<file path="config.mk">
export PLATFORM = sky130hd
export DESIGN_NAME = hazard_ctrl_unit
export DESIGN_NICKNAME = d
export VERILOG_FILES = /design/src/rtl/hazard_ctrl_unit.sv
export SDC_FILE = /design/constraint.sdc
export NUM_CORES = 1
export LEC_CHECK = 0
export BUFFER_PORTS_ARGS = -buffer_cell sky130_fd_sc_hd__buf_2
export CAP_MARGIN = 0
export CORE_AREA = 5 5 42 44
export DETAILED_ROUTE_END_ITERATION = 16
export DIE_AREA = 0 0 47 49
export PLACE_DENSITY = 0.68
export SETUP_SLACK_MARGIN = 0.15
export SLEW_MARGIN = 5
export SYNTH_ARGS = -nofsm -noshare
export SYNTH_HDL_FRONTEND = slang
export SYNTH_SLANG_ARGS = --single-unit
</file>
<file path="constraint.sdc">
create_clock -name clk -period 1.4 [get_ports clk]
set_clock_uncertainty 0.2 [all_clocks]
set_input_delay 0.07 -clock clk [delete_from_list [all_inputs] [get_ports clk]]
set_output_delay 0.07 -clock clk [all_outputs]
set_load 0.05 [all_outputs]
</file>
<file path="src/rtl/hazard_ctrl_unit.sv">
// hazard_ctrl_unit: ID-stage load-use stall, branch flush and dmem-busy freeze controller.
// Ports: clk/rst (sync, active-high); load-use inputs id_ex_mem_read, id_ex_rt_addr,
// if_id_rs_addr, if_id_rt_addr, if_id_uses_rt; branch_taken; dmem_busy.
// Outputs: pipeline register enables pc_write, if_id_write, id_ex_write, ex_mem_write,
// if_id_flush, id_ex_bubble, plus hazard and stall_cnt (remaining stall cycles).
// Optional: define HAZ_PERF_CNT_EN to add perf_clr / perf_stall_cycles stall-cycle counter.
module hazard_ctrl_unit #(
  parameter int REG_AW     = 5,
  parameter int LOAD_STALL = 1,
  parameter int CNT_W      = 3
) (
  input  logic              clk,
  input  logic              rst,
  input  logic              id_ex_mem_read,
  input  logic [REG_AW-1:0] id_ex_rt_addr,
  input  logic [REG_AW-1:0] if_id_rs_addr,
  input  logic [REG_AW-1:0] if_id_rt_addr,
  input  logic              if_id_uses_rt,
  input  logic              branch_taken,
  input  logic              dmem_busy,
`ifdef HAZ_PERF_CNT_EN
  input  logic              perf_clr,
  output logic [15:0]       perf_stall_cycles,
`endif
  output logic              pc_write,
  output logic              if_id_write,
  output logic              if_id_flush,
  output logic              id_ex_bubble,
  output logic              id_ex_write,
  output logic              ex_mem_write,
  output logic              hazard,
  output logic [CNT_W-1:0]  stall_cnt
);
  typedef enum logic {RUN, STALL} state_t;
  localparam logic [CNT_W-1:0] LS = CNT_W'(LOAD_STALL);
  state_t           state;
  logic [CNT_W-1:0] cnt;
  logic             detect, stalled, run_det;
  assign detect = id_ex_mem_read && id_ex_rt_addr != '0 &&
                  (id_ex_rt_addr == if_id_rs_addr || (if_id_uses_rt && id_ex_rt_addr == if_id_rt_addr));
  // A detect seen during a freeze is not acted on until dmem_busy drops, so in RUN
  // the hazard only shows once the pipe is moving; in STALL it persists through a freeze.
  always_comb begin
    stalled      = state == STALL;
    run_det      = state == RUN && detect && !dmem_busy;
    hazard       = stalled || run_det;
    stall_cnt    = stalled ? cnt : run_det ? LS : '0;
    pc_write     = !dmem_busy && !hazard;
    if_id_write  = !dmem_busy && !hazard;
    id_ex_bubble = !dmem_busy && hazard;
    id_ex_write  = !dmem_busy;
    ex_mem_write = !dmem_busy;
    if_id_flush  = branch_taken && !hazard && !dmem_busy;
  end
  always_ff @(posedge clk) begin
    if (rst) begin
      state <= RUN;
      cnt   <= '0;
    end else if (!dmem_busy) begin
      if (stalled) begin
        cnt <= cnt - 1'b1;
        if (cnt == CNT_W'(1)) state <= RUN;
      end else if (detect && LOAD_STALL > 1) begin
        state <= STALL;
        cnt   <= LS - 1'b1;
      end
    end
  end
`ifdef HAZ_PERF_CNT_EN
  always_ff @(posedge clk)
    perf_stall_cycles <= (rst || perf_clr) ? '0 :
                         (hazard && !dmem_busy && perf_stall_cycles != 16'hFFFF) ? perf_stall_cycles + 16'd1 :
                         perf_stall_cycles;
`endif
endmodule

</file>
==> impl_metrics.json <==
{
  "status": "complete, but fails checks",
  "violations": "setup timing",
  "die-height_um": 49,
  "grt_use_total": 0.120,
  "holdPathStages": 5,
  "hold_violations": 0,
  "synth-simple-area-share": 0.226,
  "worstSetupEndpointType": "output pin",
  "irDropWorstVdd_mv": 0.441,
  "path_buf_inv": 2,
  "period_share": 1.11,
  "drcViolationCount": 0,
  "final_util": 0.568,
  "path_max_fanout": 4,
  "period_needed_ps": 1550,
  "hp-class": "primary input to register",
  "antenna_found_initial": 0,
  "path_class": "primary input to output pin",
  "synth_nets": 72,
  "grt_max_degree": 8,
  "pin_count": 31,
  "r2r_end": "cnt[1]",
  "area_delta_synth_final_pct": 103,
  "cts_made_buffers": 3,
  "ant_nets": 0,
  "slowest_delay_ps": 540,
  "synthMuxAreaShare": 0,
  "p_per_area_nw_per_um2": 553,
  "whs_endpoint": "cnt[2]",
  "synth.distinct_cells": 23,
  "drv_slew": 0,
  "routedWlPerCell_um": 12.4,
  "grt_pass1_vias": 532,
  "synth-seq-cells": 4,
  "synth_top_area_share": 0.223,
  "worstPathRequired_ps": 1130,
  "yosysWarnings": 0,
  "netlist_instances": 49,
  "vias_per_cell": 4.65,
  "cp.arrival_ps": 1280,
  "clkSinkCount": 4,
  "power_leakage_nw": 0.382,
  "crit_family": "simple AND/OR/NAND/NOR gates",
  "std_cell_rows": 14,
  "dp_hpwl_um": 996,
  "synth_top_area_cell": "xor2_1",
  "avgSynthCellArea_sq_um": 8.02,
  "r2r_start": "stalled",
  "clkTransAtPathRegs_ps": 40,
  "synth-xor-area-share": 0.268,
  "tritoncts": "yes",
  "n_antenna_cell": 0,
  "vias": 488,
  "drive_gt1_frac": 0.607,
  "setup_viol": 6,
  "start_util": 0.280,
  "drtPass1Iterations": 2,
  "setup_tns_ps": -843,
  "yosysSeqAreaShare": 0.204,
  "slowest_stage": "or4_4",
  "numPortBuffers": 30,
  "grt_pass1_wl_mm": 2.00,
  "syn_area_sq_um": 393,
  "htreeDepth": 1,
  "slew_headroom": 0.752,
  "max_freq_mhz": 645,
  "cts_setup_buffers": 0,
  "finalNetCount": 114,
  "cts.path.max_buffers": 2,
  "insertion_delay_ps": 240,
  "reg2regPathDepth": 4,
  "dieArea_sq_um": 2300,
  "synth-compound-area-share": 0.172,
  "r2r_setup_slack_ps": 210,
  "path_cells": "buf_8 > or4_4 > o21ai_4 > or2b_4 > o21bai_2 > buf_6",
  "maxCapViolations": 0,
  "drt-initial-drc-count": 1,
  "hold_start": "dmem_busy",
  "rsz0062_at_grt": "yes",
  "routed_wl_mm": 1.30,
  "routabilityCongestion": 0.677,
  "cts-root-buf": "clkbuf_4",
  "yosys-top-cells-area": "xor2_1, dfxtp_1, ha_1",
  "synth_top_family_by_area": "XOR/XNOR gates",
  "grt_overflow_total": 0,
  "synth_adder_area_share": 0.0637,
  "setup_ws_ps": -150,
  "start_kind": "primary input",
  "fp.coreArea_sq_um": 1400,
  "die_w_um": 47,
  "tightest_slew_ps": 371
}
-- report_power, final --
group | internal [mW] | switching, mW | total [mW]
registers | 0.113 | 0 | 0.113
logic | 0.0875 | 0.0935 | 0.181
clock network | 0.0961 | 0.0506 | 0.147
-- per-layer routing --
metal,vias up,wire length [um],GRT usage
met1,215,445,0.108
li1,242,-,-
met4,0,26,0.0645
met5,-,0,0
met3,4,177,0.0517
met2,27,651,0.210
-- flip-flops by register name, indices dropped and copies added, names as in the netlist --
| register | count |
|---|---|
| stalled | 1 |
| cnt | 3 |
-- metrics by stage --
stage	hold slack [ps]	setup WS (ps)	power, mW	cell area [sq um]	std cells
2_1_floorplan	-57.6	-125	0.200	419	49
4_1_cts	72.5	-172	0.444	777	105
6_report	70.9	-150	0.440	796	105
3_5_place_dp	84.3	-319	0.259	627	100
3_3_place_gp	81.4	-339	0.257	627	100
5_1_grt	116	-208	0.470	796	105
-- cell usage after synthesis --
master and number:
a32oi_1 1, nand2b_1 2, a211oi_1 1, o21a_1 1, nor4_1 1, dfxtp_1 4, o21ai_1 1, xnor2_1 2
or2b_2 1, o21bai_1 2, xor2_1 10, inv_1 3, or4_1 1, ha_1 2, buf_4 2, o211a_1 1
a21oi_1 1, nor3_1 1, nand2_1 2, and2_1 2, nor2b_1 1, o21ai_2 1, nor2_1 6
-- worst max path at each step --
stage,cells after the start,endpoint,start
2_1_floorplan,4,hazard,id_ex_rt_addr[3]
3_3_place_gp,6,if_id_flush,id_ex_rt_addr[3]
3_5_place_dp,6,if_id_flush,id_ex_rt_addr[3]
5_1_grt,6,hazard,id_ex_rt_addr[1]
4_1_cts,6,pc_write,if_id_rt_addr[2]
6_report,6,hazard,id_ex_rt_addr[1]
-- layout by cell type (no fill, tap or decap), drive strengths merged, types with 3 or more instances in the layout --
| cell | netlist | routed |
|---|---|---|
| inv | 3 | 3 |
| buf | 2 | 37 |
| clkbuf | 0 | 3 |
| xor2 | 10 | 10 |
| nor2 | 6 | 6 |
| dfxtp | 4 | 4 |
-- layout make-up --
cell class | instances | area, sq um
clock buffers | 3 | 22.5
fillers | 119 | 606
inverters | 3 | 11.3
multi-input cells | 40 | 353
flip-flops and latches | 4 | 83.8
well taps | 16 | 20.0
repair buffers | 39 | 305
-- tightest hold or removal path, stage by stage --
cell	delay [ps]
buf_2	140
nor2b_4	50
nand2_1	70
xor2_1	60
nor2_1	80
-- kinds of logic after synthesis --
| logic type | Yosys count |
|---|---|
| buffers and inverters | 5 |
| AND/OR/NAND/NOR | 17 |
| flip-flops | 4 |
| AO/OA/AOI/OAI | 9 |
| XOR/XNOR | 12 |
| adder cells (fa/ha/maj) | 2 |
-- repair_timing --
item,CTS,global route
endpoints found under the setup margin,11,9
gates cloned,0,0
hold endpoints to repair,4,0
pin swaps,9,4
resized for setup,28,6
hold buffers,2,0
Note: power is estimated with default switching activity, not from simulation.
